`config.mk`:
```
export PLATFORM = sky130hd
export DESIGN_NAME = sync_fifo_th
export DESIGN_NICKNAME = d
export VERILOG_FILES = /design/src/rtl/sync_fifo_th.sv
export SDC_FILE = /design/constraint.sdc
export NUM_CORES = 1
export LEC_CHECK = 0
export BUFFER_PORTS_ARGS = -buffer_cell sky130_fd_sc_hd__buf_2
export CAP_MARGIN = 20
export CORE_AREA = 4 4 273 275
export CTS_CLUSTER_SIZE = 10
export DETAILED_ROUTE_END_ITERATION = 10
export DIE_AREA = 0 0 277 279
export GPL_TIMING_DRIVEN = 0
export HOLD_SLACK_MARGIN = 0.02
export PLACE_DENSITY = 0.45
export SLEW_MARGIN = 20
export SYNTH_ARGS = -nofsm -noshare
export SYNTH_HDL_FRONTEND = slang
export SYNTH_SLANG_ARGS = --single-unit
```
`constraint.sdc`:
```
create_clock -name clk -period 9.49 [get_ports clk]
set_input_delay 0.4745 -clock clk [delete_from_list [all_inputs] [get_ports clk]]
set_output_delay 0.4745 -clock clk [all_outputs]
set_load 0.05 [all_outputs]
```
`src/rtl/sync_fifo_th.sv`:
```
// ---------------------------------------------------------------------------
// sync_fifo_th
//   Single-clock FIFO with runtime-programmable almost-empty / almost-full
//   watermarks, an occupancy count, a synchronous flush and overflow /
//   underflow error reporting. Any depth >= 2 is supported; the pointers wrap
//   explicitly at FIFO_DEPTH-1, so the depth does not have to be a power of two.
//
//   Optional feature macro: FIFO_STICKY_ERR_EN
//     defined   : ovf/udf are sticky, set the cycle after their event and held
//                 until clr or reset.
//     undefined : ovf/udf are one-cycle pulses, one cycle after each event.
//
// Handshake: a write is accepted when wr_en=1 and full=0; a read is accepted
//   when rd_en=1 and empty=0. Both decisions use the registered flags of the
//   current cycle. An accepted read returns rd_data with rd_vld=1 in the next
//   cycle. There is no fall-through from an empty FIFO.
//
// Ports:
//   clk        clock, rising edge
//   rst_n      synchronous active-low reset (overrides everything)
//   clr        synchronous flush
//   wr_en      write request            wr_data  write data
//   rd_en      read request             rd_data  registered read data
//   rd_vld     rd_data valid this cycle
//   full       cnt == FIFO_DEPTH        empty    cnt == 0
//   aempty_th  almost-empty threshold   aempty   cnt <= aempty_th
//   afull_th   almost-full threshold    afull    cnt >= afull_th
//   cnt        current occupancy
//   ovf        write attempted while full
//   udf        read attempted while empty
// ---------------------------------------------------------------------------
module sync_fifo_th #(
  parameter int FIFO_DEPTH = 16,
  parameter int DATA_WIDTH = 32,
  parameter int ADDR_WIDTH = $clog2(FIFO_DEPTH),
  parameter int CNT_WIDTH  = $clog2(FIFO_DEPTH + 1)
) (
  input  logic                  clk,
  input  logic                  rst_n,
  input  logic                  clr,
  input  logic                  wr_en,
  input  logic [DATA_WIDTH-1:0] wr_data,
  input  logic                  rd_en,
  output logic [DATA_WIDTH-1:0] rd_data,
  output logic                  rd_vld,
  output logic                  full,
  output logic                  empty,
  input  logic [CNT_WIDTH-1:0]  aempty_th,
  output logic                  aempty,
  input  logic [CNT_WIDTH-1:0]  afull_th,
  output logic                  afull,
  output logic [CNT_WIDTH-1:0]  cnt,
  output logic                  ovf,
  output logic                  udf
);

  localparam logic [ADDR_WIDTH-1:0] LAST_PTR  = ADDR_WIDTH'(FIFO_DEPTH - 1);
  localparam logic [CNT_WIDTH-1:0]  DEPTH_CNT = CNT_WIDTH'(FIFO_DEPTH);

  logic [DATA_WIDTH-1:0] mem_q [FIFO_DEPTH];

  logic [ADDR_WIDTH-1:0] wr_ptr_q, wr_ptr_d;
  logic [ADDR_WIDTH-1:0] rd_ptr_q, rd_ptr_d;
  logic [CNT_WIDTH-1:0]  cnt_q, cnt_d;
  logic                  full_q, full_d;
  logic                  empty_q, empty_d;
  logic                  aempty_q, aempty_d;
  logic                  afull_q, afull_d;
  logic                  rd_vld_q, rd_vld_d;
  logic [DATA_WIDTH-1:0] rd_data_q, rd_data_d;
  logic                  ovf_q, ovf_d;
  logic                  udf_q, udf_d;

  logic wr_acc, rd_acc, mem_we;
  logic ovf_evt, udf_evt;

  always_comb begin
    wr_acc  = wr_en & ~full_q;
    rd_acc  = rd_en & ~empty_q;
    ovf_evt = wr_en & full_q & ~clr;
    udf_evt = rd_en & empty_q & ~clr;
    mem_we  = wr_acc & ~clr;

    wr_ptr_d  = wr_ptr_q;
    rd_ptr_d  = rd_ptr_q;
    cnt_d     = cnt_q;
    full_d    = full_q;
    empty_d   = empty_q;
    aempty_d  = aempty_q;
    afull_d   = afull_q;
    rd_vld_d  = 1'b0;
    rd_data_d = rd_data_q;
    ovf_d     = ovf_q;
    udf_d     = udf_q;

    if (clr) begin
      // Flush: flags return to their reset values regardless of thresholds;
      // rd_data keeps its last value.
      wr_ptr_d = '0;
      rd_ptr_d = '0;
      cnt_d    = '0;
      full_d   = 1'b0;
      empty_d  = 1'b1;
      aempty_d = 1'b1;
      afull_d  = 1'b0;
      ovf_d    = 1'b0;
      udf_d    = 1'b0;
    end else begin
      if (wr_acc) begin
        wr_ptr_d = (wr_ptr_q == LAST_PTR) ? '0 : wr_ptr_q + ADDR_WIDTH'(1);
      end
      if (rd_acc) begin
        rd_ptr_d  = (rd_ptr_q == LAST_PTR) ? '0 : rd_ptr_q + ADDR_WIDTH'(1);
        rd_vld_d  = 1'b1;
        rd_data_d = mem_q[rd_ptr_q];
      end
      case ({wr_acc, rd_acc})
        2'b10:   cnt_d = cnt_q + CNT_WIDTH'(1);
        2'b01:   cnt_d = cnt_q - CNT_WIDTH'(1);
        default: cnt_d = cnt_q;
      endcase
      // Flags are derived from the next count so they always match cnt.
      full_d   = (cnt_d == DEPTH_CNT);
      empty_d  = (cnt_d == '0);
      aempty_d = (cnt_d <= aempty_th);
      afull_d  = (cnt_d >= afull_th);
`ifdef FIFO_STICKY_ERR_EN
      ovf_d = ovf_q | ovf_evt;
      udf_d = udf_q | udf_evt;
`else
      ovf_d = ovf_evt;
      udf_d = udf_evt;
`endif
    end
  end

  always_ff @(posedge clk) begin
    if (!rst_n) begin
      wr_ptr_q  <= '0;
      rd_ptr_q  <= '0;
      cnt_q     <= '0;
      full_q    <= 1'b0;
      empty_q   <= 1'b1;
      aempty_q  <= 1'b1;
      afull_q   <= 1'b0;
      rd_vld_q  <= 1'b0;
      rd_data_q <= '0;
      ovf_q     <= 1'b0;
      udf_q     <= 1'b0;
    end else begin
      wr_ptr_q  <= wr_ptr_d;
      rd_ptr_q  <= rd_ptr_d;
      cnt_q     <= cnt_d;
      full_q    <= full_d;
      empty_q   <= empty_d;
      aempty_q  <= aempty_d;
      afull_q   <= afull_d;
      rd_vld_q  <= rd_vld_d;
      rd_data_q <= rd_data_d;
      ovf_q     <= ovf_d;
      udf_q     <= udf_d;
    end
  end

  // Storage is not reset; only the pointers define what is valid.
  always_ff @(posedge clk) begin
    if (rst_n && mem_we) begin
      mem_q[wr_ptr_q] <= wr_data;
    end
  end

  assign rd_data = rd_data_q;
  assign rd_vld  = rd_vld_q;
  assign full    = full_q;
  assign empty   = empty_q;
  assign aempty  = aempty_q;
  assign afull   = afull_q;
  assign cnt     = cnt_q;
  assign ovf     = ovf_q;
  assign udf     = udf_q;

endmodule

```
* After elaboration in Yosys (flattened, before gate mapping) *
Memory sizes are Yosys's and may differ from the RTL's. A register that Yosys moved wholly into a read port is not among the register bits.
Cells that the tools add are included.
W data, S select, Z words.

storage, ports and cells
  register bits after elaboration = 20
  bits in latches = 0
  bits in writable memories = 512
  ROM bits = 0
  input port bits = 47
  output and inout port bits = 44
  logic and storage cells = 45
  memories = 1

operators by class
  $add $sub $neg = 4
  multiply operators = 0
  div/mod/pow operators = 0
  $lt $le $gt $ge = 2
  equality and inequality tests = 5
  shift-type cells = 0
  multiplexer cells = 7
  bitwise operators = 11
  reduce and logical (&&, ||, !) cells = 5

memories
  memory  words  bits a word  read ports  clocked after memory_dff  write ports  line  RTL
  mem_q   16     32           1           1                         1            60    logic [DATA_WIDTH-1:0] mem_q [FIFO_DEPTH];

operators by type and width
  cell                   count
  $pmux W5 S2            1
  $add A4 B1 Y4 const B  2
  $eq A4 B4 Y1 const B   2
  $mux W4                2
  $and A1 B1 Y1          7
  $add A5 B1 Y5 const B  1
  $eq A5 B5 Y1 const B   1
  $ge A5 B5 Y1           1
  $le A5 B5 Y1           1
  $logic_not A5 Y1       1
  $mux W5                1
  $sub A5 B1 Y5 const B  1
  $not A1 Y1             4
  $mux W1                3
  $eq A2 B1 Y1 const B   1
  $eq A2 B2 Y1 const B   1
  $reduce_and A2 Y1      1
  $reduce_or A2 Y1       1
  $logic_and A1 B1 Y1    1
  $logic_not A1 Y1       1

* Logic depth before layout (Yosys ltp) *
Gate-level depths: netlist of the first run.

  depth after elaboration = 6
  gate-level depth with buffers = 16
  gate-level depth less buffers = 16

* Worst setup path before layout of the first run *
Ideal clock, no wire load.

  path type = reg-to-reg
  from = register full_q, in the netlist full
  to = register aempty_q, in the netlist aempty
  arrival time = 3194 ps
  setup slack = 6227 ps
  stages on the path, launching flop included = 16
  path buffers = 0
  cell sequence = dfxtp_1 nor2b_1 inv_1 ha_1 xor2_1 ha_1 a21oi_1 xor2_1 nor2_1 xnor2_1 inv_1 ha_1 a21oi_1 o21ai_0 a31o_2 o21ai_1

on the way
  word-level cells in the longest chain between the ends = 6

ends and longest elaborated chain
  element                                              line  RTL
  start: declaration                                   65    logic full_q, full_d;
  start signal: assignment                             154   full_q <= full_d;
  $not A1 Y1 *                                         78    wr_acc = wr_en & ~full_q;
  $and A1 B1 Y1 *                                      78
  $eq A2 B1 Y1 / $eq A2 B2 Y1 (equally long branches)  117   case ({wr_acc, rd_acc})
  $pmux W5 S2 *                                        117
  $mux W5 *                                            96    if (clr) begin
  $le A5 B5 Y1 *                                       125   aempty_d = (cnt_d <= aempty_th);
  end signal: assignment                               156   aempty_q <= aempty_d;
  end: declaration                                     67    logic aempty_q, aempty_d;

Every way passes the cells marked *; elsewhere a longest branch is shown, timed or not. The select of a mux whose other input is x is not followed.
A chain may end at the register's enable or synchronous reset.

* Worst setup path after layout of the first run *
Same ends and word-level chain as after synthesis.

==> summary.md, run 1 <==
| Metric | Value |
|---|---|
| Layout cells sized above 1 | 32.89% |
| Clk sinks | 564 |
| Routed Antenna Nets | 0 |
| Share of the synthesized area in the top cell type | 71.61% |
| Nets | 1209 |
| Area leader, netlist | edfxtp_1 |
| 1st-iter DRT viols | 886 |
| Async set-reset flop share out of synthesis | 0% |
| Total CTS buffers | 68 |
| Syn Std Cell Area | 0.02147 mm^2 |
| Cells after DPL | 2035 |
| Final HPWL DP | 35570 um |
| Sum Neg Setup Slack | 0 ns |
| Place WS | 5.610 ns |
| Sw frac | 20.43% |
| Via count | 10201 |
| Pwr Density | 201.9 mW/mm^2 |
| DRC viols | 0 |
| Grt ovf | 0 |
| I/O pins | 91 |
| Endpoints failing setup | 0 |
| Startpoint Class | register |
| Commonest cells in the netlist | 512 x edfxtp_1, 160 x mux4_2, 52 x dfxtp_1 |
| Area of the core | 0.07234 mm^2 |
| Crit. End Element | register |
| Reg2reg path depth | 15 |
| GRT Total Usage | 14.06% |
| Maximum buffer depth of the clock tree | 3 |
| Sw power | 1.077 mW |
| Power after layout | 5.271 mW |
| Die Area | 0.07728 mm^2 |
| Synthesis Warnings | 0 |
| Outcome | complete, no violations |
| Worst endpoint data arrival time | 4.05 ns |
| Slew @ Worst Pin | 1.097 ns |
| Hold WC Path Type | in -> reg |
| Final hold slack | 0.1177 ns |
| Worst Hold Path Cells | 2 |
| Initial core utilization | 29.68% |
| Post-Synthesis Cells | 953 |
| Tmin final | 3.539 ns |
| Largest net degree at the start of global routing | 18 |
| Post-CTS Setup Bufs | 0 |
| H-tree depth reported by CTS | 3 |
| CP Data Required Time | 10.01 ns |
| Row cnt | 99 |
| TritonCTS clock tree | done |
| Combinational power share | 2.7% |
| Chip Height | 279 um |
| Final Skew | 0.02359 ns |
| Fmax | 0.2826 GHz |
| Sequential fraction of the synthesis area | 76.46% |
| Fillcell total | 6741 |
| Synth-to-Final Area Change | 21.59% |
| Via density | 4.736 |
| Die Width | 277 um |
| Main synth FF type | edfxtp_1 |
| Clk network pwr share | 45.7% |
| Max_slew headroom | 26.89% |
| Final hold vios | 0 |
| Reg clk slew, reported paths | 0.06 ns |
| Pint | 4.194 mW |
| RSZ-0062 raised after global routing | no |
| Worst VDD drop | 0.1096 mV |
| Slew Viols, Final | 0 |
| GPL Wtd Cong | 0.6939 |
| Root Driver | clkbuf_16 |
| Most area-consuming cells after synthesis | edfxtp_1 72%, mux4_2 17%, dfxtp_1 4.8% |
| Critical path type | reg -> reg |
| Initial antenna violation count | 3 |
| Cell with the most instances after synthesis | edfxtp_1 |
| Fin cells | 2154 |
| Synth Net Count | 1016 |
| IO Port Bufs | 90 |
| Sequential Power Share | 51.6% |
| Minimum setup slack in the final design | 5.951 ns |
| Clk Latency, worst-skew pair | 0.59 ns |
| Number of global-route vias before repair | 10973 |
| Max cap viols | 0 |
| Yosys reg bits | 564 |
| DR pass1 iterations | 4 |
| First-pass GRT wire length | 79180 um |
| Synth cell types | 39 |
| # diodes | 0 |
| Routed len/inst | 25.11 um |
| EDFF count, synth | 512 |
| Routed Wire Length | 54090 um |
| CP max FO | 7 |
| Pleak | 8.262 nW |
| Period utilisation layout | 37.29% |
| Cts hold-fix bufs | 0 |
| Post-synthesis area per instance | 22.53 um^2 |
| Post-CTS resize count | 0 |
-- registers in the layout, indices dropped and copies added, names as in the netlist --
signal,flops
wr_ptr_q,4
empty,1
full,1
mem_q,512
rd_data,32
aempty,1
afull,1
ovf,1
cnt,5
udf,1
rd_ptr_q,4
rd_vld,1
-- power by group through the flow --
stage | clock network, mW | registers [mW] | logic, mW
after floorplan | 0 | 2.79 | 0.0603
after CTS | 2.48 | 2.72 | 0.147
after global placement | 0 | 2.77 | 0.139
after global routing | 2.58 | 2.72 | 0.158
final | 2.41 | 2.72 | 0.143
after detailed placement | 0 | 2.77 | 0.147
-- layout by cell type (no fill, tap or decap), types with 5 or more instances in the layout --
master and instances:
nand2_1 21, o21ai_0 6, a22o_1 32, buf_6 10, a21oi_1 13, nor2_4 16
buf_16 27, a21o_1 5, buf_2 96, nor2_1 12, inv_1 18, buf_1 5
mux4_2 160, xor2_1 5, clkbuf_16 69, dfxtp_1 52, edfxtp_1 512, ha_1 16
buf_12 5, clkbuf_1 69
-- layer usage --
layer  track usage, %  vias to the layer above  wire (um)
met5                0                        -         13
met4            3.749                        2        832
met3            2.517                       58       2426
met2            23.18                      220      26470
met1            19.42                     5524      24340
li1                 -                     4397          -
-- area by class of cell --
cell class / count / area [um^2] / area share, %
well taps: 959 / 1200 / 4.597
flip-flops and latches: 564 / 16420 / 62.89
clock inverters: 6 / 86.33 / 0.3307
repair buffers: 123 / 1305 / 4.999
clock buffers: 113 / 1922 / 7.362
inverters: 18 / 67.56 / 0.2588
plain buffers: 48 / 255.2 / 0.9778
multi-input cells: 323 / 4852 / 18.59
-- stage by stage --
| stage | util, % | area, um^2 |
|---|---|---|
| 3_5_place_dp | 33.31 | 24100 |
| 6_report | 36.09 | 26100 |
| 2_1_floorplan | - | 21470 |
| 5_1_grt | 36.09 | 26100 |
| 4_1_cts | 36.09 | 26100 |
| 3_3_place_gp | 31.96 | 23120 |
-- worst paths after layout --
path	start	to	slack [ns]
worst min-delay path	wr_en	ovf	0.12
worst max register to register	full	aempty	5.95
worst max-delay path	full	aempty	5.95
worst min register to register	rd_data[2]	rd_data[2]	0.47
-- kinds of logic after synthesis --
logic type | after synthesis | share of synthesized area, %
flip-flops | 564 | 76.46
AND/OR/NAND/NOR | 70 | 1.515
multiplexers | 161 | 16.83
adder cells (fa/ha/maj) | 16 | 0.9324
XOR/XNOR | 9 | 0.4313
AO/OA/AOI/OAI | 67 | 2.331
buffers and inverters | 66 | 1.498
-- worst max-delay path, stage by stage, from the launching register on --
cell and delay (ns):
dfxtp_1 0.32, nor2b_1 0.39, inv_1 0.20, ha_1 0.34
xor2_1 0.19, ha_1 0.24, a21oi_1 0.15, xor2_1 0.15
nor2_1 0.06, xnor2_1 0.33, inv_1 0.12, ha_1 0.31
a21oi_1 0.13, o21ai_0 0.13, a31o_2 0.26, o21ai_1 0.13
(Power assumes the default switching activity.)
==> inputs of run 2 (changes only) <==
==> constraint.sdc (replaced) <==
create_clock -name clk -period 3.45 [get_ports clk]
set_input_delay 0.1725 -clock clk [delete_from_list [all_inputs] [get_ports clk]]
set_output_delay 0.1725 -clock clk [all_outputs]
set_load 0.05 [all_outputs]
==> run 2 against run 1 <==
Worst hold slack lost 0.049 ns. Routed wire length grew 0.27%. Non-clock buffer count grew 37. Die area is the same. Combinational power grew to 3.0 times the previous value. Count of clock-buffer cells in the layout is the same. Sequential share of layout area shrank 0.94 points. Clock power grew to 2.7 times the previous value. Maximum frequency grew 7.9%. Register-to-register slack lost 5.8 ns. Critical path type unchanged.
==> summary.md, run 2 (same netlist as run 1, synthesis figures left out) <==
| Metric | Value |
|---|---|
| Final hold vios | 0 |
| 1st-iter DRT viols | 798 |
| Routed len/inst | 24.75 um |
| Post-layout util | 36.64% |
| Post-CTS Setup Bufs | 0 |
| RSZ-0062 raised after global routing | no |
| Clk Latency, worst-skew pair | 0.59 ns |
| Place WS | -0.1633 ns |
| Endpoints failing setup | 0 |
| Largest net degree at the start of global routing | 18 |
| Maximum buffer depth of the clock tree | 3 |
| Final Skew | 0.02489 ns |
| Top reg by flops | mem_q |
| Root Driver | clkbuf_16 |
| Nets | 1246 |
| Fmax | 0.3048 GHz |
| I/O pins | 91 |
| Minimum setup slack in the final design | 0.1695 ns |
| Cells after DPL | 2035 |
| Multi-input gate area | 0.004880 mm^2 |
| Outcome | complete, no violations |
| Commonest cells after routing, fill and taps aside | 512 x edfxtp_1, 160 x mux4_2, 96 x buf_2 |
| Pleak | 8.423 nW |
| End of the worst register-to-register path | rd_data[20] |
| Combinational power share | 3.0% |
| Sw power | 2.973 mW |
| Startpoint Class | register |
| Max cap viols | 0 |
| Chip Height | 279 um |
| DR pass1 iterations | 4 |
| Hold WC Path Type | in -> reg |
| Max_slew headroom | 26.46% |
| H-tree depth reported by CTS | 3 |
| Fin cells | 2191 |
| Total CTS buffers | 68 |
| Area of the core | 0.07234 mm^2 |
| Routed Antenna Nets | 0 |
| DRC viols | 0 |
| Die Width | 277 um |
| Worst Hold Path Cells | 5 |
| Die Area | 0.07728 mm^2 |
| Slew @ Worst Pin | 1.103 ns |
| GPL Wtd Cong | 0.6939 |
| Fillcell total | 6727 |
| GRT Total Usage | 14.09% |
| First-pass GRT wire length | 79510 um |
| Via count | 10336 |
| Grt ovf | 0 |
| # diodes | 0 |
| Power after layout | 14.54 mW |
| Sum Neg Setup Slack | 0 ns |
| Final HPWL DP | 35570 um |
| Tmin final | 3.281 ns |
| CP Data Required Time | 3.93 ns |
| Slew Viols, Final | 0 |
| Register area | 0.01642 mm^2 |
| Critical path type | reg -> reg |
| Clk sinks | 564 |
| Hold endpoint | aempty |
| Worst endpoint data arrival time | 3.76 ns |
| Period utilisation layout | 95.09% |
| Initial core utilization | 29.68% |
| Synth-to-Final Area Change | 23.44% |
| Number of global-route vias before repair | 11150 |
| Sw frac | 20.45% |
| Sequential Power Share | 51.5% |
| CP Launch Point | rd_ptr_q[1] |
| Routed Wire Length | 54230 um |
| Commonest non-fill, non-tap cell in the layout | edfxtp_1 |
| Worst VDD drop | 0.3015 mV |
| Initial antenna violation count | 1 |
| Reg clk slew, reported paths | 0.06 ns |
| IO Port Bufs | 90 |
| Layout cells sized above 1 | 32.31% |
| TritonCTS clock tree | done |
| Pint | 11.57 mW |
| Crit. End Element | register |
| Pwr Density | 548.6 mW/mm^2 |
| Via density | 4.717 |
| Clk network pwr share | 45.5% |
| Reg2reg path depth | 6 |
| Hold Startpoint | aempty_th[4] |
| CP max FO | 10 |
| Worst R2R Setup Slack | 0.17 ns |
| R2r startpoint | rd_ptr_q[1] |
| Max reg flops | 512 |
| Row cnt | 99 |
==> run 2: cell types whose count changed in the layout (fill, tap and decap cells not counted) <==
cell	delta
nand2b_1	-1
ha_2	+1
nor2b_4	+1
ha_1	-1
xnor2_2	+2
nand2b_2	+1
dlygate4sd3_1	+37
xnor2_1	-2
nor2b_1	-1
==> run 2: how the worst max path moves through the flow <==
stage | to | slack (ns)
after floorplan | aempty | 0.19
after global placement | mem_q[15][8] | -1.47
after detailed placement | aempty | -0.16
after CTS | aempty | 0.11
after global routing | aempty | 0.04
final | rd_data[20] | 0.17
==> run 2: power by group through the flow <==
stage                     registers (mW)  logic [mW]  clock network, mW
after detailed placement            7.63       0.405                  0
final                               7.49       0.431               6.62
after global routing                7.48       0.476               7.09
after CTS                           7.49       0.443               6.82
after floorplan                     7.67       0.166                  0
after global placement              7.63       0.383                  0
==> run 2: cell type report <==
type                            instances  share of cell area, %
Tap cell                              959                  4.528
Multi-Input combinational cell        323                  18.41
Clock inverter                          6                 0.3258
Clock buffer                          113                  7.252
Timing Repair Buffer                  160                  6.322
Sequential cell                       564                  61.94
Inverter                               18                 0.2549
Buffer                                 48                 0.9631
==> run 2: what timing repair did <==
action,in CTS,in global routing
resized for setup,2,4
hold endpoints to repair,517,0
hold buffers,37,0
endpoints found under the setup margin,1,2
==> run 2: per-stage QoR <==
step | area, um^2 | hold slack, ns
after floorplan | 21470 | 0.2714
after global placement | 23120 | 0.4147
after detailed placement | 24100 | 0.4155
after CTS | 26480 | 0.05249
after global routing | 26500 | 0.09331
final | 26500 | 0.06822
==> run 2: routing by layer <==
layer	up-vias	wire length, um	share of wire (%)	global-route usage, %
met5	-	0	0	0
met1	5604	24610	45	19.50
li1	4479	-	-	-
met2	200	26660	49	23.30
met4	0	817	1.5	3.749
met3	53	2149	4.0	2.324
==> run 2: critical path, stage by stage (launching register included) <==
cell and delay [ns]:
dfxtp_1 0.33, clkbuf_1 0.38, clkbuf_1 0.42, clkbuf_1 0.83, mux4_2 0.43, mux4_2 0.56, a22o_1 0.20
